==> config.mk <==
export PLATFORM = sky130hd
export DESIGN_NAME = game_countdown_flat
export DESIGN_NICKNAME = d
export VERILOG_FILES = /design/src/rtl/game_countdown_if.sv /design/src/rtl/game_countdown.sv /design/src/flat_wrapper.sv
export SDC_FILE = /design/constraint.sdc
export NUM_CORES = 1
export LEC_CHECK = 0
export ABC_AREA = 1
export BUFFER_PORTS_ARGS = -buffer_cell sky130_fd_sc_hd__buf_2
export CORE_AREA = 2 2 50 57
export DETAILED_ROUTE_END_ITERATION = 16
export DIE_AREA = 0 0 52 59
export PLACE_DENSITY = 0.83
export SYNTH_ARGS = -nofsm -noshare
export SYNTH_HDL_FRONTEND = slang
export SYNTH_SLANG_ARGS = --single-unit
==> constraint.sdc <==
create_clock -name clk -period 4.2 [get_ports clk]
set_input_delay 0.63 -clock clk [delete_from_list [all_inputs] [get_ports clk]]
set_output_delay 0.63 -clock clk [all_outputs]
set_load 0.005 [all_outputs]
==> src/rtl/game_countdown_if.sv <==
// Control/status bundle between a game controller and the countdown timer.
interface game_countdown_if;
    logic       state;
    logic       pause;
    logic       sec_tick;
    logic       half_tick;
    logic       bonus;
    logic [3:0] sec_tens;
    logic [3:0] sec_ones;
    logic       running;
    logic       warning;
    logic       blink;
    logic       time_up;
    logic       timeout;

    // Controller side: drives game level and tick pulses, observes the timer.
    modport master (
        output state, pause, sec_tick, half_tick, bonus,
        input  sec_tens, sec_ones, running, warning, blink, time_up, timeout
    );

    // Timer side.
    modport slave (
        input  state, pause, sec_tick, half_tick, bonus,
        output sec_tens, sec_ones, running, warning, blink, time_up, timeout
    );
endinterface

==> src/rtl/game_countdown.sv <==
// Game countdown timer: 0..99 s binary counter with BCD readout, pause,
// bonus time extension, low-time warning/blink and expiry signalling.
module game_countdown #(
    parameter int unsigned START_SEC = 60,
    parameter int unsigned WARN_SEC  = 10,
    parameter int unsigned BONUS_SEC = 5
) (
    input logic             clk,
    input logic             rst,
    game_countdown_if.slave bus
);
    localparam int unsigned CNT_W = 7;
    localparam int unsigned SUM_W = 8;
    localparam logic [CNT_W-1:0] START_V = CNT_W'(START_SEC);
    localparam logic [CNT_W-1:0] WARN_V  = CNT_W'(WARN_SEC);
    localparam logic [SUM_W-1:0] BONUS_V = SUM_W'(BONUS_SEC);
    localparam logic [SUM_W-1:0] MAX_V   = SUM_W'(99);

    typedef enum logic [1:0] {S_IDLE, S_RUN, S_PAUSE, S_DONE} fsm_t;

    fsm_t             fsm_q, fsm_d;
    logic [CNT_W-1:0] cnt_q, cnt_d;
    logic [SUM_W-1:0] sum;
    logic             blink_q, blink_d;
    logic             time_up_q, time_up_d;
    logic             warn_c;

    // State, count and registered flags.
    always_ff @(posedge clk) begin
        if (rst) begin
            fsm_q     <= S_IDLE;
            cnt_q     <= START_V;
            blink_q   <= 1'b0;
            time_up_q <= 1'b0;
        end else begin
            fsm_q     <= fsm_d;
            cnt_q     <= cnt_d;
            blink_q   <= blink_d;
            time_up_q <= time_up_d;
        end
    end

    // Next state and count; bonus is added before the tick so a combined
    // pulse at cnt==1 never expires, and the result saturates at 99.
    always_comb begin
        fsm_d = fsm_q;
        cnt_d = cnt_q;
        sum   = SUM_W'(cnt_q);
        if (!bus.state) begin
            fsm_d = S_IDLE;
            cnt_d = START_V;
        end else begin
            case (fsm_q)
                S_IDLE: begin
                    cnt_d = START_V;
                    fsm_d = S_RUN;
                end
                S_RUN: begin
                    if (bus.pause) begin
                        fsm_d = S_PAUSE;
                    end else begin
                        if (bus.bonus)
                            sum = sum + BONUS_V;
                        if (bus.sec_tick && (sum != '0))
                            sum = sum - SUM_W'(1);
                        if (sum > MAX_V)
                            sum = MAX_V;
                        cnt_d = CNT_W'(sum);
                        if (sum == '0)
                            fsm_d = S_DONE;
                    end
                end
                S_PAUSE: begin
                    if (!bus.pause)
                        fsm_d = S_RUN;
                end
                S_DONE: begin
                    cnt_d = '0;
                end
                default: begin
                    fsm_d = S_IDLE;
                    cnt_d = START_V;
                end
            endcase
        end
    end

    // Status outputs, BCD decode and next values of the registered flags.
    always_comb begin
        warn_c       = ((fsm_q == S_RUN) || (fsm_q == S_PAUSE)) &&
                       (cnt_q <= WARN_V) && (cnt_q != '0);
        bus.sec_tens = 4'(cnt_q / CNT_W'(10));
        bus.sec_ones = 4'(cnt_q % CNT_W'(10));
        bus.running  = (fsm_q == S_RUN);
        bus.warning  = warn_c;
        bus.timeout  = (fsm_q == S_DONE);
        bus.blink    = blink_q;
        bus.time_up  = time_up_q;

        time_up_d = (fsm_d == S_DONE) && (fsm_q != S_DONE);
        blink_d   = 1'b0;
        if ((fsm_q == S_RUN) && warn_c)
            blink_d = blink_q ^ bus.half_tick;
        else if (fsm_q == S_PAUSE)
            blink_d = blink_q;
    end
endmodule

==> src/flat_wrapper.sv <==
// flat-port wrapper written by rule: the top's interface ports become plain ports
module game_countdown_flat 
#(
    parameter int unsigned START_SEC = 60,
    parameter int unsigned WARN_SEC  = 10,
    parameter int unsigned BONUS_SEC = 5
)
  (clk, rst, bus_state, bus_pause, bus_sec_tick, bus_half_tick, bus_bonus, bus_sec_tens, bus_sec_ones, bus_running, bus_warning, bus_blink, bus_time_up, bus_timeout);
  game_countdown_if bus_i ();
  input logic clk;
  input logic rst;
  input wire logic [$bits(bus_i.state)-1:0] bus_state;
  input wire logic [$bits(bus_i.pause)-1:0] bus_pause;
  input wire logic [$bits(bus_i.sec_tick)-1:0] bus_sec_tick;
  input wire logic [$bits(bus_i.half_tick)-1:0] bus_half_tick;
  input wire logic [$bits(bus_i.bonus)-1:0] bus_bonus;
  output wire logic [$bits(bus_i.sec_tens)-1:0] bus_sec_tens;
  output wire logic [$bits(bus_i.sec_ones)-1:0] bus_sec_ones;
  output wire logic [$bits(bus_i.running)-1:0] bus_running;
  output wire logic [$bits(bus_i.warning)-1:0] bus_warning;
  output wire logic [$bits(bus_i.blink)-1:0] bus_blink;
  output wire logic [$bits(bus_i.time_up)-1:0] bus_time_up;
  output wire logic [$bits(bus_i.timeout)-1:0] bus_timeout;
  assign bus_i.state = bus_state;
  assign bus_i.pause = bus_pause;
  assign bus_i.sec_tick = bus_sec_tick;
  assign bus_i.half_tick = bus_half_tick;
  assign bus_i.bonus = bus_bonus;
  assign bus_sec_tens = bus_i.sec_tens;
  assign bus_sec_ones = bus_i.sec_ones;
  assign bus_running = bus_i.running;
  assign bus_warning = bus_i.warning;
  assign bus_blink = bus_i.blink;
  assign bus_time_up = bus_i.time_up;
  assign bus_timeout = bus_i.timeout;
  game_countdown #(.START_SEC(START_SEC), .WARN_SEC(WARN_SEC), .BONUS_SEC(BONUS_SEC)) u_core (.clk(clk), .rst(rst), .bus(bus_i));
endmodule
==> results.toml, run 1 <==
[job]
maxCapViolCount = 0

[yosys]
synth_ff_type = "dfxtp_1"
synth_async_sr_flop_share = 0
syn_avg_cell_area_um2 = 6.02
synth_top_cell_by_area = "nand2_1"
syn-num-nets = 267
yosysMostFrequentCell = "nand2_1"
yosys-top-cells-count = "nand2_1, inv_1, a21oi_1, nand3_1, nor2_1"
netlist_area_um2 = 1500
synth_top_cell_area_share = 0.213
netlist-cell-type-count = 34
syn_inst = 249
synth_edf_count = 0
ys_top_cells_by_area = "nand2_1, dfxtp_1, ha_1"
synth-seq-area-share = 0.147
ys_warn_count = 0
synth-seq-cells = 11

[clock_tree]
cts.htree.levels = 1
hold_buffers = 0
clock_latency_ns = 0.27
path_clk_slew_ns = 0.07
tritoncts = "yes"
postCtsSetupBuffers = 0
post_cts_resized = 0
numCtsBuffers = 3
clockRootBuffer = "clkbuf_4"
cts_sinks = 11
clockBufferDepth = 2

[final_layout]
nets = 286
final_util = 0.663
nFillCells = 238
syn_to_final_growth_pct = 8.26
layout-drive-gt1-share = 0.213
n_antenna_cell = 0

[critical_path]
crit_fanout = 5
cp_common_cell = "nand2_1"
critPathTopFamily = "simple AND/OR/NAND/NOR gates"
criticalPathCategory = "flop to output pin"
crit_chain = "inv_1, nor2_4, nand2_2, o21ai_2, inv_2, nand2_1, nand2_2, nand2_4, xor2_2, nand2_2, nand2_2, nand2_4, clkinv_1, nand2_1, nand2_1, inv_2, ha_1, or2_4, nand3_4, nand2_1, nand2_1, buf_2"
crit_path_end_kind = "output pin"
cpPeakStageDelay_ns = 0.42
cp_num_buf_inv = 5
cp-start-kind = "flop"
crit_required_ns = 3.57
arrival_ns = 2.89
cp_slowest_cell = "dfxtp_1"

[placed_design]
hpwl_um = 2550
post-place-ws_ns = 0.986
gp_congestion = 0.846
port_buffers = 19

[timing]
fin_crit_ns = 3.52
tightest_slew_ns = 0.487
timing.max_slew.rel_slack = 0.676
finalHoldViolations = 0
final-max-slew-violation-count = 0
finalSetupViolations = 0
fin_hold_ws_ns = 0.539
fin_ws_ns = 0.683
finalClockSkew_ns = 0.00316
rsz0062_at_grt = "no"
fmax_mhz = 284
tns_ns = 0
period_share = 0.837

[die]
die_w_um = 52
dieHeight_um = 59
row_count = 19
design.core.area_um2 = 2450
die_area_um2 = 3070
start_util = 0.613
num_io_pins = 20

[detailed_routing]
ant_nets = 0
wl_um = 3040
wl_per_cell_um = 10.2
vias_per_cell = 5.05
drc_errors = 0
firstDrtPassIters = 4
vias = 1505
drt-initial-drc-count = 52

[global_routing]
grt_usage = 0.229
first_global_vias = 1366
antenna_found_initial = 0
grt_pass1_wl_um = 5470
grt_overflow_total = 0
grt_max_degree = 10

[power]
powerDensity_nw_per_um2 = 203
leakagePower_nw = 0.865
irDropWorstVdd_mv = 0.192

[worst_hold_path]
hold_class = "input pin to flop"

[status]
status = "completed"
-- layout by cell type, fill, tap and decap left out, drive strengths merged --
cell type  instances
nand2            102
inv               33
nand3             20
nor2              20
buf               19
a21oi             16
ha                11
dfxtp             11
o21ai              8
xor2               7
nand4              5
clkbuf             4
nor3               2
a211oi             2
a22oi              1
clkinv             1
or2                1
a311oi             1
nand3b             1
xnor2              1
and2               1
-- metrics by stage --
stage	area, µm²	instances	power, mW
3_3_place_gp	1600	294	0.259
4_1_cts	1620	298	0.333
5_1_grt	1620	298	0.356
2_1_floorplan	1500	249	0.231
6_report	1620	298	0.330
3_5_place_dp	1600	294	0.260
-- metal layers --
layer | vias up | GRT usage | share of wire
met1 | 646 | 0.281 | 0.47
met4 | 0 | 0.0827 | 0.020
met3 | 7 | 0.0253 | 0.036
li1 | 820 | - | -
met2 | 32 | 0.409 | 0.48
met5 | - | 0 | 0
-- worst register-to-register path: stages, from the launching register on --
cell and delay [ns]:
dfxtp_1 0.45, inv_1 0.14, ha_1 0.29, a21oi_1 0.42, ha_1 0.24, nand2_1 0.05
a21oi_1 0.20, nand2_4 0.12, nand2_8 0.10, nand2_1 0.05, nand2_1 0.10, nor2_1 0.06
nand2_1 0.07, nand2_1 0.06, and2_1 0.21, nand3_2 0.08, nand2_1 0.05, a21oi_1 0.12
o21ai_0 0.09
-- final timing paths --
| path | startpoint | to | slack [ns] | depth (start not counted) |
|---|---|---|---|---|
| setup reg to reg | u_core.cnt_q[1] | u_core.cnt_q[2] | 1.14 | 18 |
| setup / recovery | u_core.cnt_q[6] | bus_sec_ones[2] | 0.68 | 22 |
| hold / removal | rst | u_core.fsm_q[1] | 0.54 | 2 |
| hold reg to reg | u_core.bus.blink | u_core.bus.blink | 0.54 | 2 |
-- cell type report --
type                       instances  area, µm²  area share
sequential                        11        220       0.136
inverter                          34        130      0.0801
tap                               31       38.8      0.0239
multi-input combinational        199       1110       0.686
clock buffer                       4       26.3      0.0162
timing repair buffer              19       95.1      0.0586
-- state kept, by name (all words and copies together) (netlist names) --
name                cells
u_core.bus.blink        1
u_core.bus.time_up      1
u_core.cnt_q            7
u_core.fsm_q            2
-- power by group --
group	internal, mW	leakage [nW]	switching [mW]
clock	0.0369	0.0150	0.0352
sequential	0.107	0.0894	0.00409
combinational	0.0547	0.761	0.0923
total	0.199	0.865	0.132
-- cell families (layout without fill, tap and decap cells) --
kind of cell / Yosys count / count (layout) / synth area share
xor+xnor: 8 / 8 / 0.0517
compound gates: 28 / 28 / 0.103
simple gates: 152 / 152 / 0.495
fa+ha+maj: 11 / 11 / 0.0917
flops: 11 / 11 / 0.147
buf+inv: 39 / 57 / 0.111
No activity file was read; power rests on OpenSTA's default activity.
==> run 2, diff against run 1 <==
- ABC_AREA: 1 -> 0
- CORE_AREA: 2 2 50 57 -> 2 2 58 65
- DIE_AREA: 0 0 52 59 -> 0 0 60 67
- PLACE_DENSITY: 0.83 -> 0.75
- clock period: 4.2 -> 3.1 ns (I/O delays scaled with it)
==> results.toml, run 2 <==
[critical_path]
cp-start-kind = "flop"
crit_required_ns = 2.63
criticalPathCategory = "flop to output pin"
cpPeakStageDelay_ns = 0.42
critPathTopFamily = "compound AO/OA/AOI/OAI gates"
crit_fanout = 9
crit_path_end_kind = "output pin"
cp_num_buf_inv = 2
crit_chain = "buf_4, nand2b_1, a21oi_1, nor2_1, o21ai_0, xnor2_1, ha_1, o21a_1, mux2i_1, buf_2"
cp_slowest_cell = "dfxtp_1"
arrival_ns = 2.52

[timing]
period_share = 0.963
final-max-slew-violation-count = 0
fmax_mhz = 335
finalHoldViolations = 0
timing.max_slew.rel_slack = 0.682
finalSetupViolations = 0
finalClockSkew_ns = 0.00910
fin_hold_ws_ns = 0.368
rsz0062_at_grt = "no"
tns_ns = 0
fin_crit_ns = 2.99
fin_ws_ns = 0.114
tightest_slew_ns = 0.471

[clock_tree]
cts.htree.levels = 1
cts_sinks = 11
clockBufferDepth = 2
path_clk_slew_ns = 0.07
tritoncts = "yes"
numCtsBuffers = 3
clockRootBuffer = "clkbuf_4"
clock_latency_ns = 0.28

[yosys]
synth_ff_type = "dfxtp_1"
synth-seq-area-share = 0.127
ys_warn_count = 0
syn_avg_cell_area_um2 = 7.55
syn_inst = 230
synthAdderAreaFrac = 0.0793
synth-seq-cells = 11
yosysMostFrequentCell = "a21oi_1"
synth_top_cell_by_area = "dfxtp_1"
syn-num-nets = 248
ys_top_cells_by_area = "dfxtp_1, ha_1, a21oi_1"
synth-compound-area-share = 0.334
synth_async_sr_flop_share = 0
netlist_area_um2 = 1740
synth_mux_area_frac = 0.0360
synth_xor_area_frac = 0.0534
synth_top_cell_area_share = 0.127
synth_top_family_by_area = "compound AO/OA/AOI/OAI gates"
synthSimpleGateAreaFrac = 0.304
yosys-top-cells-count = "a21oi_1, nand2_1, nor2_1, o21ai_0"
synth_edf_count = 0
netlist-cell-type-count = 67

[power]
combPwrFrac = 0.443
leakagePower_nw = 0.744
irDropWorstVdd_mv = 0.175
powerDensity_nw_per_um2 = 246
power.share.clock = 0.225
internal_power_mw = 0.282
swShare = 0.389
power.switching_mw = 0.180
power_frac_seq = 0.332
finalPower_mw = 0.462

[placed_design]
hpwl_um = 3330
port_buffers = 19
gp_congestion = 0.925
dp_cells = 288
post-place-ws_ns = 0.420

[die]
row_count = 22
design.core.area_um2 = 3330
num_io_pins = 20
die_w_um = 60
dieHeight_um = 67
die_area_um2 = 4020
start_util = 0.521

[status]
status = "completed"

[final_layout]
reg.largest.list = "u_core.cnt_q (7), u_core.fsm_q (2)"
stdcell_count = 293
n_antenna_cell = 0
largest_register = "u_core.cnt_q"
nFillCells = 330
layout-drive-gt1-share = 0.196
syn_to_final_growth_pct = 8.44
layout_common_cells = "buf_2, a21oi_1, nand2_1, nor2_1, o21ai_0"
nets = 264
layout_commonest_cell = "buf_2"
largest_reg_flops = 7

[detailed_routing]
vias = 1830
firstDrtPassIters = 4
wl_per_cell_um = 14.9
ant_nets = 0
drc_errors = 0
vias_per_cell = 6.25
drt-initial-drc-count = 138
wl_um = 4370

[job]
maxCapViolCount = 0

[global_routing]
first_global_vias = 1586
grt_usage = 0.228
grt_overflow_total = 0
antenna_found_initial = 0
grt_pass1_wl_um = 7140
grt_max_degree = 20

[worst_hold_path]
hold_class = "input pin to flop"
==> run 2: changes by cell type after synthesis, sizes merged, moves of 4 or more <==
cell and change:
nor2 -6, nor3 +7, o21ai +11, nand3 -14, o22ai +4, clkbuf +6
inv -26, o2bb2ai +4, nor2b +13, mux2i +4, nand2b +13, buf +4
nand2 -86
==> run 2: cell type report <==
| class | instances | area, µm² | share of cell area |
|---|---|---|---|
| clock buffer | 4 | 26.3 | 0.0140 |
| inverter | 7 | 26.3 | 0.0140 |
| multi-input combinational | 197 | 1400 | 0.744 |
| sequential | 11 | 221 | 0.118 |
| tap | 48 | 60.1 | 0.0319 |
| timing repair buffer | 26 | 148 | 0.0785 |
==> run 2: final timing paths <==
kind	start	depth (start not counted)	to	slack (ns)
worst min-delay path	rst	2	u_core.bus.blink	0.37
worst max-delay path	u_core.cnt_q[5]	10	bus_sec_ones[2]	0.11
worst max register to register	u_core.cnt_q[1]	8	u_core.bus.time_up	0.45
worst min register to register	u_core.bus.blink	2	u_core.bus.blink	0.49
==> run 2: logic make-up (layout without fill, tap and decap cells) <==
group	count (synthesis)	in the layout
compound gates	78	78
simple gates	93	93
buf+inv	22	37
flops	11	11
fa+ha+maj	11	11
mux	6	6
xor+xnor	9	9
==> run 2: layer usage <==
metal	up-vias	routed length, µm	global-route usage
met5	-	0	0
met4	0	96	0.0833
met2	64	2180	0.401
met3	15	166	0.0117
li1	888	-	-
met1	863	1920	0.287
==> run 2: stage by stage <==
step / area (µm²) / utilization
floorplan: 1740 / -
global placement: 1850 / 0.554
detailed placement: 1850 / 0.554
CTS: 1870 / 0.562
global route: 1880 / 0.565
finish: 1880 / 0.565
==> run 2: power groups by stage <==
stage | Combinational (mW) | Clock [mW] | Sequential (mW)
CTS | 0.198 | 0.101 | 0.153
global route | 0.222 | 0.113 | 0.154
detailed placement | 0.197 | 0 | 0.157
floorplan | 0.154 | 0 | 0.151
global placement | 0.192 | 0 | 0.156
finish | 0.205 | 0.104 | 0.154
==> run 2: repair_timing <==
item                       in CTS  in global routing
setup endpoints to repair       0                  1
gates resized for setup         0                  1
hold buffers                    0                  0
setup buffers                   0                  1
==> run 3, diff against run 2 <==
- BUFFER_PORTS_ARGS: -buffer_cell sky130_fd_sc_hd__buf_2 -> unset
- CORE_AREA: 2 2 58 65 -> 2 2 56 63
- DIE_AREA: 0 0 60 67 -> 0 0 58 65
- DONT_BUFFER_PORTS: unset -> 1
- PLACE_DENSITY: 0.75 -> 0.74
==> results.toml, run 3 (synthesis results as in run 2) <==
[global_routing]
top_usage_layer = "met2"
first_global_vias = 1556
antenna_found_initial = 0
grtUsageMet2 = 0.388
grt_overflow_total = 0
use_met3 = 0.0319
grt_pass1_wl_um = 7210
grt_max_degree = 20
use_met1 = 0.326
grt_usage = 0.240

[final_layout]
layout-drive-gt1-share = 0.137
largest_reg_flops = 7
nFillCells = 316
nets = 246
syn_to_final_growth_pct = 2.60
n_antenna_cell = 0
reg.largest.list = "u_core.cnt_q (7), u_core.fsm_q (2)"
layout_commonest_cell = "a21oi_1"
stdcell_count = 263
largest_register = "u_core.cnt_q"
layout_common_cells = "a21oi_1, nand2_1, nor2_1, o21ai_0"

[timing]
fin_crit_ns = 2.73
final-max-slew-violation-count = 0
finalClockSkew_ns = 0.00596
tightest_slew_ns = 0.462
finalSetupViolations = 0
rsz0062_at_grt = "no"
fmax_mhz = 367
period_share = 0.879
tns_ns = 0
finalHoldViolations = 0
timing.max_slew.rel_slack = 0.691

[placed_design]
port_buffers = 0
gp_congestion = 0.925
hpwl_um = 3220
dp_cells = 259

[critical_path]
cpPeakStageDelay_ns = 0.42
cp_num_buf_inv = 0
criticalPathCategory = "flop to output pin"
crit_path_end_kind = "output pin"
crit_fanout = 8
crit_chain = "nand2b_1, nor2_1, nor3b_1, nor2_1, o21ai_0, xnor2_1, ha_1, o21a_1, mux2i_1"
crit_required_ns = 2.63
cp_slowest_cell = "dfxtp_2"
arrival_ns = 2.26
critPathTopFamily = "simple AND/OR/NAND/NOR gates"
cp-start-kind = "flop"
cp_common_cell = "nor2_1"

[clock_tree]
clockRootBuffer = "clkbuf_4"
clockBufferDepth = 2
hold_buffers = 0
path_clk_slew_ns = 0.08
cts.htree.levels = 1
postCtsSetupBuffers = 0
tritoncts = "yes"
clock_latency_ns = 0.27
numCtsBuffers = 3
cts_sinks = 11

[power]
irDropWorstVdd_mv = 0.240
swShare = 0.378
power.switching_mw = 0.165
internal_power_mw = 0.272
combPwrFrac = 0.418
powerDensity_nw_per_um2 = 246
leakagePower_nw = 0.660
power.share.clock = 0.232
power_frac_seq = 0.350

[detailed_routing]
firstDrtPassIters = 4
wl_um = 4180
ant_nets = 0
vias = 1698
drc_errors = 0
vias_per_cell = 6.46
wl_per_cell_um = 15.9
drt-initial-drc-count = 81

[die]
die_w_um = 58
design.core.area_um2 = 3190
start_util = 0.543
num_io_pins = 20
row_count = 22
dieHeight_um = 65
die_area_um2 = 3770

[worst_hold_path]
hold_class = "input pin to flop"

[job]
maxCapViolCount = 0

[status]
status = "completed"
-- run 3: cell types whose count changed in the layout (fill, tap and decap cells not counted) --
| cell | before | now |
|---|---|---|
| dfxtp_1 | 10 | 9 |
| buf_2 | 19 | 0 |
| dfxtp_2 | 1 | 2 |
| buf_4 | 7 | 8 |
-- run 3: worst paths after layout --
path	start	end	slack, ns	cells after the start
min reg2reg	u_core.bus.blink	u_core.bus.blink	0.51	2
max	u_core.cnt_q[5]	bus_sec_ones[2]	0.37	9
min	rst	u_core.bus.blink	0.25	1
max reg2reg	u_core.cnt_q[0]	u_core.cnt_q[4]	0.39	8
-- run 3: what timing repair did --
action / CTS / global route
hold endpoints to repair: 0 / 0
resized for setup: 0 / 2
endpoints found under the setup margin: 0 / 1
-- run 3: per-layer routing --
metal  vias up  part of all wire  routed length, µm
met5         -                 0                  0
li1        848                 -                  -
met2        45              0.48               1990
met1       801              0.47               1950
met4         0            0.0089                 37
met3         4             0.050                208
-- run 3: power groups by stage --
stage	Combinational, mW	Sequential [mW]	Clock, mW
detailed placement	0.180	0.156	0
CTS	0.181	0.153	0.104
finish	0.183	0.153	0.101
global route	0.201	0.154	0.111
floorplan	0.154	0.151	0
global placement	0.179	0.156	0
-- run 3: area by class of cell --
type / count / area (µm²) / share of cell area
multi-input cells: 197 / 1400 / 0.786
flip-flops and latches: 11 / 223 / 0.125
repair buffers: 8 / 60.1 / 0.0337
well taps: 36 / 45.0 / 0.0253
clock buffers: 4 / 26.3 / 0.0148
inverters: 7 / 26.3 / 0.0148
-- run 3: through the flow --
stage	cell area, µm²	hold WS [ns]	setup slack (ns)	util	power (mW)
6_report	1780	0.247	0.374	0.558	0.437
5_1_grt	1780	0.240	0.138	0.558	0.467
4_1_cts	1780	0.243	0.185	0.557	0.437
3_5_place_dp	1750	0.498	0.438	0.549	0.336
3_3_place_gp	1750	0.492	0.466	0.549	0.335
2_1_floorplan	1740	0.473	0.579	-	0.305
-- run 3: worst reg2reg max path, delay by kind of cell (launching register included) --
family | cells | cell delay (ns)
buffers and inverters | 1 | 0.20
AND/OR/NAND/NOR | 1 | 0.21
flip-flops | 1 | 0.33
adder cells (fa/ha/maj) | 1 | 0.36
AO/OA/AOI/OAI | 5 | 1.53
